**src/rtl/writeback_controller_pkg.sv**
```systemverilog
`default_nettype none
// ============================================================================
//  Module      : writeback_controller_pkg
//  Description : Shared load-type codes, FSM state encoding and the
//                memory-wait timeout constant for the writeback controller.
//  Revision    : 1.0 - initial release
// ============================================================================
package writeback_controller_pkg;

   // Load type codes carried on in_ld_type
   localparam logic [2:0] c_LD_LB  = 3'd0;
   localparam logic [2:0] c_LD_LH  = 3'd1;
   localparam logic [2:0] c_LD_LW  = 3'd3;
   localparam logic [2:0] c_LD_LBU = 3'd4;
   localparam logic [2:0] c_LD_LHU = 3'd5;

   // Number of WAIT_MEM cycles after which a load is abandoned
   localparam logic [7:0] c_TIMEOUT_CYCLES = 8'd255;

   typedef enum logic [1:0] {
      ST_IDLE     = 2'd0,
      ST_WAIT_MEM = 2'd1,
      ST_COMMIT   = 2'd2
   } wb_state_e;

endpackage : writeback_controller_pkg
`default_nettype wire

```
**src/rtl/writeback_controller_load_extend.sv**
```systemverilog
`default_nettype none
// ============================================================================
//  Module      : load_extend
//  Description : Big-endian byte/halfword lane selection with sign or zero
//                extension; flags misaligned accesses and undefined types.
//  Revision    : 1.0 - initial release
// ============================================================================
module load_extend
   import writeback_controller_pkg::*;
(
   input  logic [2:0]  ld_type,
   input  logic [1:0]  addr_lo,
   input  logic [31:0] rdata,
   output logic [31:0] data,
   output logic        misaligned
);

   logic [7:0]  w_byte;
   logic [15:0] w_half;

   // Pick the addressed lane; byte 0 is the most significant byte of the word
   always_comb begin
      case (addr_lo)
         2'd0:    w_byte = rdata[31:24];
         2'd1:    w_byte = rdata[23:16];
         2'd2:    w_byte = rdata[15:8];
         default: w_byte = rdata[7:0];
      endcase
      w_half = addr_lo[1] ? rdata[15:0] : rdata[31:16];
   end

   // Extend the selected lane and report accesses that cannot be honoured
   always_comb begin
      data       = '0;
      misaligned = 1'b0;
      case (ld_type)
         c_LD_LB:  data = {{24{w_byte[7]}}, w_byte};
         c_LD_LBU: data = {24'd0, w_byte};
         c_LD_LH: begin
            data       = {{16{w_half[15]}}, w_half};
            misaligned = addr_lo[0];
         end
         c_LD_LHU: begin
            data       = {16'd0, w_half};
            misaligned = addr_lo[0];
         end
         c_LD_LW: begin
            data       = rdata;
            misaligned = (addr_lo != 2'd0);
         end
         default:  misaligned = 1'b1;
      endcase
   end

endmodule : load_extend
`default_nettype wire

```
**src/rtl/writeback_controller.sv**
```systemverilog
`default_nettype none
// ============================================================================
//  Module      : writeback_controller
//  Description : Writeback stage controller. Commits ALU results one cycle
//                after acceptance, waits for memory on loads (with timeout),
//                extends load data and exposes load-use hazard information.
//  Revision    : 1.0 - initial release
// ============================================================================
module writeback_controller
   import writeback_controller_pkg::*;
(
   input  logic        clock,
   input  logic        reset_n,
   input  logic        in_valid,
   output logic        in_ready,
   input  logic        in_wen,
   input  logic [4:0]  in_rd,
   input  logic        in_is_load,
   input  logic [2:0]  in_ld_type,
   input  logic [1:0]  in_addr_lo,
   input  logic [31:0] in_alu_result,
   input  logic        mem_rvalid,
   input  logic [31:0] mem_rdata,
   output logic        rf_we,
   output logic [4:0]  rf_waddr,
   output logic [31:0] rf_wdata,
   output logic        stall,
   output logic        pending_valid,
   output logic [4:0]  pending_rd,
   output logic        align_err,
   output logic        timeout_err
);

   wb_state_e   r_state;
   wb_state_e   w_next_state;

   logic [4:0]  r_rd;
   logic        r_wen;
   logic [2:0]  r_ld_type;
   logic [1:0]  r_addr_lo;
   logic [31:0] r_data;
   logic [7:0]  r_cnt;
   logic        r_align_err;
   logic        r_timeout_err;

   logic        w_accept;
   logic        w_in_ready;
   logic        w_load_done;
   logic        w_align_fail;
   logic        w_timeout;
   logic [7:0]  w_cnt_inc;
   logic [31:0] w_ext_data;
   logic        w_misaligned;
   logic        w_rd_nonzero;

   // Extraction works on the latched request so the offer bus is free while waiting
   load_extend u_load_extend (
      .ld_type    (r_ld_type),
      .addr_lo    (r_addr_lo),
      .rdata      (mem_rdata),
      .data       (w_ext_data),
      .misaligned (w_misaligned)
   );

   // State register
   always_ff @(posedge clock or negedge reset_n) begin
      if (!reset_n) begin
         r_state <= ST_IDLE;
      end else begin
         r_state <= w_next_state;
      end
   end

   // Next-state logic; w_cnt_inc is the number of WAIT_MEM cycles including
   // the current one, so the timeout fires in the 255th waiting cycle
   always_comb begin
      w_next_state = r_state;
      w_in_ready   = 1'b1;
      w_accept     = 1'b0;
      w_load_done  = 1'b0;
      w_align_fail = 1'b0;
      w_timeout    = 1'b0;
      w_cnt_inc    = r_cnt + 8'd1;
      case (r_state)
         ST_IDLE, ST_COMMIT: begin
            w_accept = in_valid;
            if (in_valid) begin
               w_next_state = in_is_load ? ST_WAIT_MEM : ST_COMMIT;
            end else begin
               w_next_state = ST_IDLE;
            end
         end
         ST_WAIT_MEM: begin
            w_in_ready = 1'b0;
            if (mem_rvalid) begin
               if (w_misaligned) begin
                  w_align_fail = 1'b1;
                  w_next_state = ST_IDLE;
               end else begin
                  w_load_done  = 1'b1;
                  w_next_state = ST_COMMIT;
               end
            end else if (w_cnt_inc == c_TIMEOUT_CYCLES) begin
               w_timeout    = 1'b1;
               w_next_state = ST_IDLE;
            end
         end
         default: w_next_state = ST_IDLE;
      endcase
   end

   // Request latch, wait counter, result register and sticky error flags
   always_ff @(posedge clock or negedge reset_n) begin
      if (!reset_n) begin
         r_rd          <= '0;
         r_wen         <= 1'b0;
         r_ld_type     <= '0;
         r_addr_lo     <= '0;
         r_data        <= '0;
         r_cnt         <= '0;
         r_align_err   <= 1'b0;
         r_timeout_err <= 1'b0;
      end else begin
         if (w_accept) begin
            r_rd      <= in_rd;
            r_wen     <= in_wen;
            r_ld_type <= in_ld_type;
            r_addr_lo <= in_addr_lo;
            r_cnt     <= '0;
            if (!in_is_load) begin
               r_data <= in_alu_result;
            end
         end else if (r_state == ST_WAIT_MEM) begin
            r_cnt <= w_cnt_inc;
            if (w_load_done) begin
               r_data <= w_ext_data;
            end
         end
         if (w_align_fail) begin
            r_align_err <= 1'b1;
         end
         if (w_timeout) begin
            r_timeout_err <= 1'b1;
         end
      end
   end

   assign w_rd_nonzero  = (r_rd != 5'd0);
   assign in_ready      = w_in_ready;
   assign rf_we         = (r_state == ST_COMMIT) && r_wen && w_rd_nonzero;
   assign rf_waddr      = r_rd;
   assign rf_wdata      = r_data;
   assign stall         = (r_state == ST_WAIT_MEM);
   assign pending_valid = stall && r_wen && w_rd_nonzero;
   assign pending_rd    = pending_valid ? r_rd : 5'd0;
   assign align_err     = r_align_err;
   assign timeout_err   = r_timeout_err;

endmodule : writeback_controller
`default_nettype wire

```
**config.mk**
```make
export PLATFORM = sky130hd
export DESIGN_NAME = writeback_controller
export DESIGN_NICKNAME = d
export VERILOG_FILES = /design/src/rtl/writeback_controller_pkg.sv /design/src/rtl/writeback_controller_load_extend.sv /design/src/rtl/writeback_controller.sv
export SDC_FILE = /design/constraint.sdc
export NUM_CORES = 1
export LEC_CHECK = 0
export BUFFER_PORTS_ARGS = -buffer_cell sky130_fd_sc_hd__buf_4
export CAP_MARGIN = 20
export CORE_MARGIN = 2
export CORE_UTILIZATION = 35
export DETAILED_ROUTE_END_ITERATION = 16
export SYNTH_ARGS = -nofsm -noshare
export SYNTH_HDL_FRONTEND = slang
export SYNTH_SLANG_ARGS = --single-unit
```
**constraint.sdc**
```tcl
create_clock -name clock -period 2.2 [get_ports clock]
set_input_delay 0.44 -clock clock [delete_from_list [all_inputs] [get_ports clock]]
set_output_delay 0.44 -clock clock [all_outputs]
set_load 0.02 [all_outputs]
```
==> flow_summary.ini, run 1 <==
[global_route]
grt_max_degree = 56
grt_overflow = 0
track_usage = 0.2203
grt_pass1_vias = 3369
grt_pass1_wl_um = 17960
antenna_found_initial = 0

[pwr]
p_int_mw = 2.313
p_seq_frac = 0.386
power_frac_clock = 0.187
pwr-share-comb = 0.427
finalPower_mw = 3.741
ir_worst_vdd_v = 0.0003345
p_switching_mw = 1.428
switching_share = 0.3817
leakagePower_nw = 2.076
p_per_area_mw_per_mm2 = 820.8

[placement]
dp_hpwl_um = 8375
gp_congestion = 0.8072
io_buffers = 127
dpl_worst_slack_ns = 0.2238

[worst_setup_path]
crit_required_ns = 1.76
crit_fanout = 4
path_class = register to primary output
crit_path_start_kind = register
crit_arrival_ns = 1.66
crit_path_end_kind = primary output

[floorplanning]
core_area_mm2 = 0.009328
initial_core_util = 0.3626
die-area_mm2 = 0.01047
rows = 35
die_x_um = 102.3
die_y_um = 102.3
io_pins = 128

[routing]
wl_per_cell_um = 18.67
antenna_left = 0
drt_iter0_drc = 214
wl_um = 11410
vias = 3423
dr.pass1.iters = 6
routed_via_density = 5.602
drc = 0

[yosys]
seq_area_frac_synth = 0.4070
syn_inst = 365
ys_warn_count = 0
async_reset_ff_frac = 1.000
synth_cell_types = 52
syn_nets = 447
netlist_area_mm2 = 0.003382
avgSynthCellArea_um2 = 9.266
synth_ff_type = dfrtp_1
yosys_register_bits = 55
synth_edf_count = 0

[sta]
setup_tns_ns = 0
hold_viol = 0
grt_setup_unrepaired = false
holdWs_ns = 0.1669
worst-slew-pin-transition_ns = 0.7386
min_period_over_period = 0.9546
slew_viol_final = 0
relSlewSlack = 0.5076
post-route-min-period_ns = 2.100
timing.final.ws_setup_ns = 0.09995
fin_worst_skew_ns = 0.01625
setup_viol = 0
fmax_mhz = 476.2

[final_layout]
antennaDiodeCount = 0
layout.nets = 563
drive_gt1_frac = 0.3631
fillers = 938
area_delta_synth_final_pct = 34.78

[status]
outcome = finished, final reports clean

[clock_tree]
clockBufferDepth = 2
cts_hold_buffers = 0
worstSkewPairLatency_ns = 0.32
cts_resized = 0
clock_sinks = 55
clk_pin_slew_ns = 0.10
cts_made_buffers = 5
root_buffer = clkbuf_8
cts_tree = built
htreeDepth = 2
post_cts_buffers = 0

[job]
maxCapViolCount = 0

[worst_hold_path]
hp-class = input pin to async pin
==> cells by family (layout without fill, tap and decap cells) <==
logic type | count (synthesis) | count (layout) | share of synthesized area
compound gates | 125 | 125 | 0.2786
flops | 55 | 55 | 0.4070
mux | 12 | 12 | 0.06733
xor+xnor | 2 | 2 | 0.005180
fa+ha+maj | 2 | 2 | 0.007398
buf+inv | 38 | 155 | 0.05512
simple gates | 131 | 131 | 0.1794
==> placed cells by master, fill, tap and decap left out, types with 9 or more instances in the layout <==
master,instances
nor3_1,9
and3_1,14
buf_4,141
nor2_1,9
o221a_2,16
o2111ai_1,16
a21oi_1,10
dfrtp_1,55
o21ai_0,32
o211ai_1,12
nand2_1,70
==> Yosys cell counts (2+ instances only) <==
cell type / number / area (µm²)
dfrtp_1: 55 / 1376
buf_4: 2 / 15.01
ha_1: 2 / 25.02
buf_6: 3 / 33.78
and3_1: 14 / 87.58
mux2i_1: 4 / 40.04
or4_1: 2 / 15.01
nand2b_1: 7 / 43.79
nor3_1: 9 / 45.04
clkbuf_1: 15 / 56.30
nor2_1: 9 / 33.78
buf_2: 11 / 55.05
inv_1: 6 / 22.52
o31ai_1: 8 / 60.06
a22oi_1: 6 / 45.04
nand4_1: 2 / 12.51
o221a_2: 16 / 180.2
o2111ai_1: 16 / 140.1
o211ai_1: 12 / 90.09
a31oi_1: 8 / 50.05
mux4_2: 3 / 67.56
nand2_1: 70 / 262.8
o22ai_1: 3 / 18.77
o21ai_0: 32 / 160.2
o21ai_1: 2 / 10.01
nand3_1: 8 / 40.04
mux4_1: 4 / 105.1
and2_1: 3 / 18.77
a21oi_1: 10 / 50.05
==> per-stage QoR <==
stage	instances	cell area (µm²)	util
after floorplan	365	3382	-
after global placement	603	4446	0.4766
after detailed placement	603	4446	0.4766
after CTS	611	4558	0.4887
after global routing	611	4558	0.4887
final	611	4558	0.4887
==> state kept, by name, indices dropped and copies added, names as in the netlist <==
name and cells:
rf_waddr 5, r_cnt 8, timeout_err 1, r_ld_type 3, r_addr_lo 2, align_err 1, r_wen 1, r_state 2
rf_wdata 32
==> area by class of cell <==
| class | instances | area [µm²] | area share |
|---|---|---|---|
| tap | 129 | 161.4 | 0.03541 |
| clock buffer | 5 | 68.82 | 0.01510 |
| timing repair buffer | 141 | 1059 | 0.2322 |
| multi-input combinational | 272 | 1827 | 0.4008 |
| clock inverter | 3 | 43.79 | 0.009607 |
| sequential | 55 | 1376 | 0.3019 |
| inverter | 6 | 22.52 | 0.004941 |
==> layer usage <==
layer | routed length [µm] | track usage
met1 | 4970 | 0.3120
met2 | 5450 | 0.3426
met3 | 726 | 0.04036
met4 | 262 | 0.07077
met5 | 0 | 0
==> critical path: stages (launching register included) <==
cell	delay, ns
dfrtp_1	0.42
or4_1	0.53
nor2_1	0.16
nor3_1	0.07
buf_4	0.16
==> path summary, 6_finish.rpt <==
path	from	endpoint	cells past startpoint	slack, ns
setup / recovery	rf_waddr[1]	rf_we	4	0.1
hold / removal	reset_n	rf_waddr[1]	1	0.17
setup reg to reg	r_addr_lo[1]	rf_wdata[27]	4	0.19
hold reg to reg	align_err	align_err	1	0.48
max in group asynchronous	reset_n	rf_wdata[3]	1	1.53
min in group clock	in_wen	r_wen	3	0.30
==> power groups by stage <==
stage	Sequential, mW	Clock (mW)	Combinational [mW]
2_1_floorplan	1.66	0	0.706
3_3_place_gp	1.46	0	1.57
3_5_place_dp	1.46	0	1.60
4_1_cts	1.45	0.716	1.60
5_1_grt	1.48	0.758	1.73
6_report	1.44	0.700	1.60
(Power assumes the default switching activity.)
==> run 2, diff against run 1 <==
--- a/config.mk
+++ b/config.mk
@@ -10,6 +10,9 @@
 export CORE_MARGIN = 2
 export CORE_UTILIZATION = 35
 export DETAILED_ROUTE_END_ITERATION = 16
+export GPL_TIMING_DRIVEN = 0
+export MAX_ROUTING_LAYER = met4
+export SETUP_SLACK_MARGIN = 0.05
 export SYNTH_ARGS = -nofsm -noshare
 export SYNTH_HDL_FRONTEND = slang
 export SYNTH_SLANG_ARGS = --single-unit
==> flow_summary.ini, run 2 (same netlist as run 1, synthesis figures left out) <==
[status]
outcome = finished, final reports clean

[floorplanning]
die-area_mm2 = 0.01047
die_y_um = 102.3
initial_core_util = 0.3626
die_x_um = 102.3
io_pins = 128
rows = 35
core_area_mm2 = 0.009328

[pwr]
pwr-share-comb = 0.439
switching_share = 0.3767
finalPower_mw = 3.760
ir_worst_vdd_v = 0.0003462
leakagePower_nw = 2.126
p_int_mw = 2.344
p_switching_mw = 1.417
power_frac_clock = 0.183
p_seq_frac = 0.378
p_per_area_mw_per_mm2 = 809.4

[clock_tree]
cts_tree = built
worstSkewPairLatency_ns = 0.32
clk_pin_slew_ns = 0.10
htreeDepth = 2
clock_sinks = 55
root_buffer = clkbuf_8
clockBufferDepth = 2
cts_made_buffers = 5

[sta]
grt_setup_unrepaired = false
fmax_mhz = 484.2
setup_tns_ns = 0
worst-slew-pin-transition_ns = 0.7050
min_period_over_period = 0.9387
setup_viol = 0
post-route-min-period_ns = 2.065
slew_viol_final = 0
holdWs_ns = 0.1596
relSlewSlack = 0.5300
fin_worst_skew_ns = 0.01199
hold_viol = 0

[worst_setup_path]
crit_arrival_ns = 1.63
crit_path_start_kind = register
crit_path_end_kind = primary output
critPathSlowestCell = or4_1
crit_fanout = 4
r2r_cells = 5
crit_path_cell_trace = or4_1, nor2_2, nor3_1, buf_4
r2r-end = r_state[0]
crit_required_ns = 1.76
path_class = register to primary output
cpPeakStageDelay_ns = 0.54
timing.rr.start = r_cnt[1]
rrSetupSlack_ns = 0.28

[final_layout]
antennaDiodeCount = 0
layout.nets = 585
utilization = 0.4981
layout_common_cells = buf_4 (133), nand2_1 (70), dfrtp_1 (55)
final_common_cell = buf_4
fillers = 931
drive_gt1_frac = 0.3631
finalNonFillerCells = 633
area_delta_synth_final_pct = 37.37
largest_reg_flops = 32

[global_route]
grt_overflow = 0
antenna_found_initial = 0
grt_pass1_vias = 3276
grt_max_degree = 56
track_usage = 0.2189
grt_pass1_wl_um = 17170

[routing]
dr.pass1.iters = 5
antenna_left = 0
wl_um = 11260
drc = 0
wl_per_cell_um = 17.79
vias = 3485
drt_iter0_drc = 231
routed_via_density = 5.506

[worst_hold_path]
hp-class = input pin to async pin

[placement]
io_buffers = 127
dp_cells = 621
dp_hpwl_um = 8775
gp_congestion = 0.8917

[job]
maxCapViolCount = 0
==> run 2: changes by cell type in the layout (fill, tap and decap cells not counted), moves of 3 or more <==
cell | before | now
clkbuf_1 | 0 | 14
buf_4 | 141 | 133
buf_6 | 0 | 3
buf_2 | 0 | 11
==> run 2: how the worst max path moves through the flow <==
stage | slack (ns) | startpoint | end
after floorplan | 0.31 | r_state[1] | pending_valid
after global placement | 0.21 | in_valid | r_ld_type[1]
after detailed placement | 0.20 | in_valid | r_ld_type[1]
after CTS | 0.05 | r_state[1] | pending_valid
after global routing | 0.06 | r_state[1] | pending_valid
final | 0.13 | rf_waddr[2] | rf_we
==> run 2: repair_timing <==
| action | in CTS | in global routing |
|---|---|---|
| setup endpoints to repair | 6 | 6 |
| gates resized for setup | 2 | 2 |
| buffers inserted | 0 | 4 |
| hold buffers | 0 | 0 |
| cloned | 0 | 0 |
| endpoints found under the hold margin | 0 | 0 |
==> run 2: layout make-up <==
type	instances	area (µm²)	area share
Sequential cell	55	1376	0.2963
Timing Repair Buffer	131	983.4	0.2117
Clock inverter	3	43.79	0.009426
Inverter	6	22.52	0.004848
Clock buffer	5	68.82	0.01481
Tap cell	129	161.4	0.03474
Multi-Input combinational cell	272	1822	0.3921
Buffer	32	167.7	0.03609
==> run 2: routing by layer <==
| layer | routed length (µm) | global-route usage |
|---|---|---|
| met1 | 5280 | 0.3143 |
| met2 | 5267 | 0.3284 |
| met3 | 461 | 0.02257 |
| met4 | 252 | 0.06359 |
| met5 | 0 | - |
==> run 2: critical path, delay by kind of cell (launching register included) <==
family / cells / cell delay, ns
flops: 1 / 0.43
buf+inv: 1 / 0.16
simple gates: 3 / 0.72
==> run 2: metrics by stage <==
step	area (µm²)	setup slack, ns
2_1_floorplan	3382	0.3076
3_3_place_gp	4497	0.2077
3_5_place_dp	4497	0.1981
4_1_cts	4613	0.05111
5_1_grt	4646	0.06256
6_report	4646	0.1348
==> run 2: power by group through the flow <==
stage / Combinational, mW / Sequential, mW / Clock (mW)
6_report: 1.65 / 1.42 / 0.688
5_1_grt: 1.79 / 1.45 / 0.738
4_1_cts: 1.64 / 1.43 / 0.706
3_5_place_dp: 1.63 / 1.45 / 0
3_3_place_gp: 1.62 / 1.44 / 0
2_1_floorplan: 0.706 / 1.66 / 0
